## config.mk

```make
export PLATFORM = sky130hd
export DESIGN_NAME = lc3_reg_file
export DESIGN_NICKNAME = d
export VERILOG_FILES = /design/src/rtl/lc3_reg_file.sv
export SDC_FILE = /design/constraint.sdc
export NUM_CORES = 1
export LEC_CHECK = 0
export ABC_AREA = 0
export BUFFER_PORTS_ARGS = -buffer_cell sky130_fd_sc_hd__buf_2
export CELL_PAD_IN_SITES_DETAIL_PLACEMENT = 1
export CELL_PAD_IN_SITES_GLOBAL_PLACEMENT = 1
export CORE_MARGIN = 4
export CORE_UTILIZATION = 45
export DETAILED_ROUTE_END_ITERATION = 12
export GPL_TIMING_DRIVEN = 1
export PLACE_DENSITY = 0.77
export SYNTH_ARGS = -nofsm -noshare
export SYNTH_HDL_FRONTEND = slang
export SYNTH_SLANG_ARGS = --single-unit
```

## constraint.sdc

```tcl
create_clock -name clk -period 1.97 [get_ports clk]
set_clock_uncertainty 0.2 [all_clocks]
set_input_delay 0.197 -clock clk [delete_from_list [all_inputs] [get_ports clk]]
set_output_delay 0.197 -clock clk [all_outputs]
set_load 0.05 [all_outputs]
```

## src/rtl/lc3_reg_file.sv

```systemverilog
// lc3_reg_file: LC-3 general register file.
// DEPTH x WIDTH storage with two read ports (SR1, SR2) and one write port (DR).
// Optional write-to-read bypass and optional registered read data.
// Also keeps a per-register busy scoreboard and the NZP condition codes.
//
// Strobe semantics: there is no valid/ready handshake on any port. wr_en and
// rsv_en are single-cycle strobes that are always accepted at the next rising
// edge; nothing in this block can stall them.
module lc3_reg_file #(
    parameter int WIDTH    = 16,
    parameter int DEPTH    = 8,
    parameter int AW       = $clog2(DEPTH),
    parameter int BYPASS   = 1,
    parameter int READ_REG = 0
) (
    input  logic             clk,
    input  logic             rst_n,

    input  logic [AW-1:0]    sr1_addr,
    input  logic [AW-1:0]    sr2_addr,
    output logic [WIDTH-1:0] sr1_data,
    output logic [WIDTH-1:0] sr2_data,
    output logic             sr1_busy,
    output logic             sr2_busy,

    input  logic             wr_en,
    input  logic [AW-1:0]    wr_addr,
    input  logic [WIDTH-1:0] wr_data,
    input  logic             wr_setcc,

    input  logic             rsv_en,
    input  logic [AW-1:0]    rsv_addr,

    output logic [2:0]       nzp,
    output logic             any_busy
);

    // ------------------------------------------------------------------
    // State
    // ------------------------------------------------------------------
    logic [WIDTH-1:0] regs [DEPTH];
    logic [DEPTH-1:0] busy;
    logic [DEPTH-1:0] busy_next;
    logic [2:0]       nzp_q;

    // Condition codes of a value: exactly one of N, Z, P is set.
    function automatic logic [2:0] cc_of(input logic [WIDTH-1:0] v);
        logic is_neg;
        logic is_zero;
        is_neg  = v[WIDTH-1];
        is_zero = (v == '0);
        return {is_neg, is_zero, ~is_neg & ~is_zero};
    endfunction

    // ------------------------------------------------------------------
    // Register storage
    // ------------------------------------------------------------------

    // Write port: store wr_data into the destination register on the edge.
    always_ff @(posedge clk or negedge rst_n) begin
        if (!rst_n) begin
            for (int i = 0; i < DEPTH; i++) begin
                regs[i] <= '0;
            end
        end else if (wr_en) begin
            regs[wr_addr] <= wr_data;
        end
    end

    // ------------------------------------------------------------------
    // Busy scoreboard
    // ------------------------------------------------------------------

    // Next busy vector: a write retires the register, a reserve claims it.
    // The reserve is applied last so that a same-edge write and reserve of
    // one register leaves it busy; the reservation belongs to a newer
    // instruction than the one whose result is being written.
    always_comb begin
        busy_next = busy;
        if (wr_en) begin
            busy_next[wr_addr] = 1'b0;
        end
        if (rsv_en) begin
            busy_next[rsv_addr] = 1'b1;
        end
    end

    // Busy bits are plain state updated from busy_next every edge.
    always_ff @(posedge clk or negedge rst_n) begin
        if (!rst_n) begin
            busy <= '0;
        end else begin
            busy <= busy_next;
        end
    end

    // Stored busy bits only; a same-cycle reserve shows up after the edge.
    assign any_busy = |busy;

    // ------------------------------------------------------------------
    // Condition codes
    // ------------------------------------------------------------------

    // NZP follows wr_data only on flagged writes; reset value is Z.
    always_ff @(posedge clk or negedge rst_n) begin
        if (!rst_n) begin
            nzp_q <= 3'b010;
        end else if (wr_en && wr_setcc) begin
            nzp_q <= cc_of(wr_data);
        end
    end

    assign nzp = nzp_q;

    // ------------------------------------------------------------------
    // Read ports
    // ------------------------------------------------------------------
    logic             rd1_hit;
    logic             rd2_hit;
    logic [WIDTH-1:0] rd1_data;
    logic [WIDTH-1:0] rd2_data;
    logic             rd1_busy;
    logic             rd2_busy;

    // Bypass-resolved read values. The bypass is suppressed while reset is
    // asserted so an in-flight write can never leak onto the read ports.
    always_comb begin
        rd1_hit  = (BYPASS != 0) && rst_n && wr_en && (sr1_addr == wr_addr);
        rd2_hit  = (BYPASS != 0) && rst_n && wr_en && (sr2_addr == wr_addr);
        rd1_data = rd1_hit ? wr_data : regs[sr1_addr];
        rd2_data = rd2_hit ? wr_data : regs[sr2_addr];
        rd1_busy = rd1_hit ? 1'b0    : busy[sr1_addr];
        rd2_busy = rd2_hit ? 1'b0    : busy[sr2_addr];
    end

    generate
        if (READ_REG != 0) begin : g_read_reg
            logic [WIDTH-1:0] sr1_data_q;
            logic [WIDTH-1:0] sr2_data_q;
            logic             sr1_busy_q;
            logic             sr2_busy_q;

            // Capture the bypass-resolved read values: one cycle of latency.
            always_ff @(posedge clk or negedge rst_n) begin
                if (!rst_n) begin
                    sr1_data_q <= '0;
                    sr2_data_q <= '0;
                    sr1_busy_q <= 1'b0;
                    sr2_busy_q <= 1'b0;
                end else begin
                    sr1_data_q <= rd1_data;
                    sr2_data_q <= rd2_data;
                    sr1_busy_q <= rd1_busy;
                    sr2_busy_q <= rd2_busy;
                end
            end

            assign sr1_data = sr1_data_q;
            assign sr2_data = sr2_data_q;
            assign sr1_busy = sr1_busy_q;
            assign sr2_busy = sr2_busy_q;
        end else begin : g_read_comb
            assign sr1_data = rd1_data;
            assign sr2_data = rd2_data;
            assign sr1_busy = rd1_busy;
            assign sr2_busy = rd2_busy;
        end
    endgenerate

endmodule

```

==> results.py, run 1 <==
metrics = {
    "outcome": {
        "status": "complete, but fails checks",
        "violations": "negative setup slack",
    },
    "layout": {
        "regArea_sq_um": 3480,
        "n_antenna_cell": 0,
        "drive_above_1_share_pct": 67.6,
        "multi_input_area_sq_um": 4270,
        "stdcell_area_sq_um": 10100,
        "finalNetCount": 661,
        "filler_cell_count": 1597,
        "area_delta_synth_final_pct": 27.4,
    },
    "synthesis": {
        "ys_types": 26,
        "seq_area_frac_synth_pct": 43.9,
        "async_flop_share_pct": 100,
        "synth.avg_cell_area_sq_um": 15.6,
        "synthCells": 509,
        "synth_warnings": 0,
        "syn_area_sq_um": 7920,
        "ys.flop_type": "dfrtp_1",
        "ys_ff_latch": 139,
        "synth_edf_count": 0,
        "syn_nets": 542,
    },
    "worst_setup_path": {
        "cp-start-kind": "register",
        "crit_type": "register to output pin",
        "path_buf_inv": 1,
        "cp_slowest_cell": "mux4_2",
        "end_kind": "output pin",
        "crit_path_frequent_cell": "mux2_4",
        "cp.arrival_ns": 2.06,
        "critical-path-max-stage-delay_ns": 0.51,
        "reg2reg_depth": 4,
        "crit_family": "multiplexers",
        "r2r_start": "busy[2]",
        "crit_chain": "mux4_2, mux2_4, mux2_4, buf_6",
        "critPathLaunch": "regs[68]",
        "cp_max_fo": 3,
        "cp.required_ns": 1.57,
        "rr_endpoint": "busy[2]",
        "r2r_slack_ns": 0.42,
    },
    "die": {
        "die-area_sq_um": 19800,
        "rows": 48,
        "core_region_area_sq_um": 17300,
        "io_pins": 71,
        "dieWidth_microns": 141,
        "die-height_microns": 141,
        "initial_core_util_pct": 45.8,
    },
    "placed_design": {
        "numPortBuffers": 70,
        "dp_hpwl_microns": 14100,
        "dpl_cell_area_sq_um": 8800,
        "gp_congestion": 0.796,
    },
    "drt": {
        "viasPerCell": 6.03,
        "wl_per_cell_microns": 27.1,
        "drc": 0,
        "drt.antenna.violating_nets": 0,
        "dr.pass1.iters": 4,
        "routed_wl_microns": 23500,
        "drt-initial-drc-count": 299,
        "vias": 5219,
    },
    "clock_tree": {
        "cts_buffer_depth": 2,
        "cts_buffers": 17,
        "h-tree-depth": 4,
        "clock_latency_ns": 0.42,
        "clk_pin_slew_ns": 0.06,
        "cts_tree": "built",
        "cts_num_sinks": 139,
        "clock_tree.root_cell": "clkbuf_16",
    },
    "global_route": {
        "grt.overflow.total": 0,
        "grt_max_degree": 69,
        "gr-usage-all-layers_pct": 24.6,
        "grt_pass1_vias": 6102,
        "grt_pass1_wl_microns": 36600,
        "antenna_found_initial": 0,
    },
    "power_and_ir_drop": {
        "irDropWorstVdd_mv": 0.645,
        "p_comb_share_pct": 36.2,
        "total_power_w": 0.0111,
        "pwr-share-seq_pct": 36.2,
        "internal-power_w": 0.00750,
        "p_leak_nw": 4.39,
        "p_clk_share_pct": 27.6,
        "powerDensity_nw_per_um2": 1100,
        "p_sw_w": 0.00358,
        "p_sw_share_pct": 32.3,
    },
    "sta": {
        "whs_ns": 0.0285,
        "worst_slew_pin_slew_ns": 0.879,
        "hold_viol": 0,
        "finalCriticalPeriod_ns": 2.46,
        "rsz0062_at_grt": "true",
        "setup_violations": 34,
        "period_share_pct": 125,
        "fmax_ghz": 0.407,
        "relSlewSlack_pct": 41.4,
        "maxSlewViolCount": 0,
        "timing.final.ws_setup_ns": -0.486,
    },
    "hold_path": {
        "whs_endpoint": "regs[33]",
        "worstHoldPathCells": 2,
        "min-delay-start": "wr_data[1]",
        "hp-class": "input pin to register",
    },
    "run": {
        "cap_violations": 0,
    },
}
## stage by stage
step / utilization [%] / setup TNS (ns) / worst slack (ns) / instances
finish: 58.4 / -14.60 / -0.486 / 866
detailed placement: 50.9 / -10.07 / -0.342 / 790
global route: 58.4 / -16.23 / -0.529 / 866
CTS: 57.7 / -14.68 / -0.485 / 857
global placement: 50.9 / -9.62 / -0.310 / 790
floorplan: - / -1.89 / -0.0878 / 509
## state kept, by name, summed over array words and instances, names as in the netlist
signal	count
regs	128
busy	8
nzp	3
## how the worst max path moves through the flow
| stage | slack (ns) | depth (start not counted) | endpoint |
|---|---|---|---|
| after global placement | -0.31 | 6 | sr1_data[7] |
| after floorplan | -0.09 | 6 | sr2_data[0] |
| after detailed placement | -0.34 | 6 | sr2_data[11] |
| final | -0.49 | 4 | sr1_data[4] |
| after CTS | -0.48 | 4 | sr1_data[1] |
| after global routing | -0.53 | 4 | sr1_data[1] |
## layout make-up
class / instances / area share [%]
tap: 225 / 2.79
inverter: 4 / 0.149
sequential: 139 / 34.5
multi-input combinational: 314 / 42.3
clock buffer: 20 / 4.62
timing repair buffer: 152 / 14.8
clock inverter: 12 / 0.954
## per-layer routing
metal | track usage (%) | wire length (microns) | vias up
met5 | 0 | 0 | -
met4 | 10.2 | 618 | 0
met3 | 5.16 | 1060 | 45
met2 | 42.4 | 12600 | 169
met1 | 30.1 | 9240 | 2803
li1 | - | - | 2202
## power groups by stage
stage | Clock, W | Sequential, W | Combinational, W
5_1_grt | 0.00325 | 0.00406 | 0.00422
3_5_place_dp | 0 | 0.00401 | 0.00331
3_3_place_gp | 0 | 0.00390 | 0.00320
2_1_floorplan | 0 | 0.00383 | 0.00266
4_1_cts | 0.00311 | 0.00396 | 0.00390
6_report | 0.00306 | 0.00401 | 0.00402
## placed cells by master, fill, tap and decap left out
master and instances:
a22o_1 1, and2_4 2, buf_12 16, buf_2 34
buf_4 43, buf_6 25, buf_8 11, bufinv_16 1
clkbuf_16 17, clkbuf_8 3, clkinv_2 7, clkinvlp_4 3
dfrtp_1 138, dfstp_2 1, dlygate4sd3_1 23, inv_1 4
inv_6 1, mux2_2 145, mux2_4 50, mux4_2 68
nand2_1 11, nand2b_1 4, nand4_1 2, nand4b_1 3
nor2_1 1, nor3_2 2, nor3b_2 2, nor4_1 4
nor4_2 2, o21ai_0 5, o22ai_1 2, o32ai_1 2
or4_1 2, xor2_1 6
## cell usage after synthesis (all sizes together), types with 2 or more instances
cell / n / share of area, %
nor3b: 2 / 0.32
o32ai: 2 / 0.22
o22ai: 2 / 0.16
dfrtp: 138 / 44
inv: 4 / 0.19
mux2: 195 / 29
nor4: 6 / 0.47
nand2: 11 / 0.52
and2: 2 / 0.16
buf: 23 / 2.4
o21ai: 5 / 0.32
or4: 2 / 0.19
clkbuf: 29 / 1.4
nand4b: 3 / 0.33
nand4: 2 / 0.16
xor2: 6 / 0.66
nor3: 2 / 0.25
nand2b: 4 / 0.32
mux4: 68 / 19
## timing repair
action,CTS,global route
endpoints found under the setup margin,34,37
hold endpoints to repair,112,0
setup buffers,12,9
resized for setup,92,12
hold buffers,23,0
## cells by family after synthesis
family	synth area share [%]
AO/OA/AOI/OAI	0.805
AND/OR/NAND/NOR	2.76
multiplexers	47.9
XOR/XNOR	0.663
buffers and inverters	3.95
flip-flops	43.9
No activity file was read; power rests on OpenSTA's default activity.
==> inputs of run 2 (changes only) <==
==> constraint.sdc (replaced) <==
create_clock -name clk -period 1.97 [get_ports clk]
set_clock_uncertainty 0.2 [all_clocks]
set_input_delay 0.197 -clock clk [delete_from_list [all_inputs] [get_ports clk]]
set_output_delay 0.197 -clock clk [all_outputs]
set_load 0.1 [all_outputs]
==> results.py, run 2 (synthesis gave the netlist of run 1 again) <==
metrics = {
    "layout": {
        "n_antenna_cell": 0,
        "stdcell_area_sq_um": 10500,
        "filler_cell_count": 1554,
        "largest_register_ffs": 128,
        "top_register": "regs",
        "drive_above_1_share_pct": 68.4,
        "final_cell_mix": "mux2_2 (138), dfrtp_1 (134), mux4_2 (68), mux2_4 (57), buf_4 (50)",
        "area_delta_synth_final_pct": 32.0,
        "final_common_cell": "mux2_2",
        "finalNetCount": 665,
    },
    "power_and_ir_drop": {
        "powerDensity_nw_per_um2": 1230,
        "total_power_w": 0.0129,
        "p_leak_nw": 4.53,
        "irDropWorstVdd_mv": 0.595,
    },
    "sta": {
        "setup_violations": 34,
        "maxSlewViolCount": 0,
        "fmax_ghz": 0.396,
        "timing.final.ws_setup_ns": -0.553,
        "relSlewSlack_pct": 63.3,
        "worst_slew_pin_slew_ns": 0.551,
        "hold_viol": 0,
        "rsz0062_at_grt": "true",
        "period_share_pct": 128,
        "finalCriticalPeriod_ns": 2.52,
    },
    "placed_design": {
        "dpl_cell_area_sq_um": 9250,
        "gp_congestion": 0.775,
        "numPortBuffers": 70,
        "dp_hpwl_microns": 14900,
    },
    "die": {
        "io_pins": 71,
        "core_region_area_sq_um": 17300,
        "initial_core_util_pct": 45.8,
        "rows": 48,
        "die-height_microns": 141,
        "dieWidth_microns": 141,
        "die-area_sq_um": 19800,
    },
    "clock_tree": {
        "clock_latency_ns": 0.42,
        "cts_buffers": 17,
        "cts_tree": "built",
        "h-tree-depth": 4,
        "cts_buffer_depth": 2,
        "clk_pin_slew_ns": 0.06,
        "clock_tree.root_cell": "clkbuf_16",
        "cts_num_sinks": 139,
    },
    "outcome": {
        "violations": "negative setup slack",
        "status": "complete, but fails checks",
    },
    "drt": {
        "drc": 0,
        "vias": 5371,
        "wl_per_cell_microns": 29.4,
        "routed_wl_microns": 25500,
        "drt-initial-drc-count": 329,
        "viasPerCell": 6.17,
        "drt.antenna.violating_nets": 0,
        "dr.pass1.iters": 4,
    },
    "worst_setup_path": {
        "cp.required_ns": 1.57,
        "cp.arrival_ns": 2.13,
        "crit_type": "register to output pin",
        "reg2reg_depth": 4,
        "cp-start-kind": "register",
        "cp_max_fo": 3,
        "end_kind": "output pin",
    },
    "hold_path": {
        "hp-class": "input pin to register",
        "worstHoldPathCells": 2,
    },
    "run": {
        "cap_violations": 0,
    },
    "global_route": {
        "grt_max_degree": 55,
        "gr-usage-all-layers_pct": 26.4,
        "antenna_found_initial": 1,
        "grt_pass1_vias": 6122,
        "grt.overflow.total": 0,
        "grt_pass1_wl_microns": 38900,
    },
}
[run 2: changes by cell type in the layout (fill, tap and decap cells not counted), sizes merged]
cell | before | now
clkinv | 7 | 4
buf | 129 | 132
inv | 5 | 4
dlygate4sd3 | 23 | 24
bufinv | 1 | 4
clkbuf | 20 | 21
[run 2: metal layers]
metal  vias to the layer above  track usage [%]  part of all wire [%]
li1                       2203                -                     -
met1                      2925             32.7                    39
met2                       194             44.9                    53
met3                        47             6.14                   5.5
met4                         2             10.6                   2.8
met5                         -                0                 0.051
[run 2: through the flow]
step / std cells / utilization (%) / setup WS [ns] / hold slack (ns) / setup TNS [ns]
after CTS: 864 / 59.7 / -0.527 / 0.0127 / -15.84
final: 870 / 60.5 / -0.553 / 0.0354 / -15.85
after global routing: 870 / 60.5 / -0.607 / 0.0609 / -17.29
after detailed placement: 802 / 53.5 / -0.340 / 0.230 / -9.58
after global placement: 802 / 53.5 / -0.295 / 0.212 / -9.02
after floorplan: 509 / - / -0.143 / -0.299 / -2.76
[run 2: area by class of cell]
| cell class | instances | area (sq um) | share of cell area, % |
|---|---|---|---|
| clock buffer | 21 | 470 | 4.50 |
| clock inverter | 11 | 166 | 1.59 |
| inverter | 4 | 15.0 | 0.144 |
| multi-input combinational | 314 | 4320 | 41.3 |
| sequential | 139 | 3480 | 33.3 |
| tap | 225 | 282 | 2.69 |
| timing repair buffer | 156 | 1720 | 16.4 |
[run 2: path summary, 6_finish.rpt]
| path | slack [ns] | endpoint | startpoint |
|---|---|---|---|
| setup reg to reg | 0.44 | busy[2] | busy[2] |
| setup / recovery | -0.55 | sr2_data[8] | regs[72] |
| min in group asynchronous | 0.23 | regs[41] | rst_n |
| hold reg to reg | 0.31 | nzp[2] | nzp[2] |
| hold / removal | 0.04 | nzp[2] | wr_data[15] |
| max in group asynchronous | 0.34 | regs[72] | rst_n |
[run 2: report_power, final]
group	internal, W	switching [W]	total, W	leakage (nW)
Combinational	0.00257	0.00276	0.00533	2.57
Sequential	0.00348	0.000574	0.00406	1.66
Clock	0.00222	0.00130	0.00352	0.305
Total	0.00827	0.00464	0.0129	4.53
[run 2: repair_timing]
item                                    4_1_cts  5_1_grt
resized for setup                            41       22
pin swaps                                     0        1
endpoints found under the setup margin       35      121
hold buffers                                 24        0
endpoints found under the hold margin       158        0
gates cloned                                  0        0
buffers inserted                              6        6
[run 2: worst max-delay path, cell delays in order (launching register included)]
cell and delay, ns:
dfrtp_2 0.44, mux4_2 0.52, mux2_2 0.29, mux2_4 0.28, buf_12 0.17
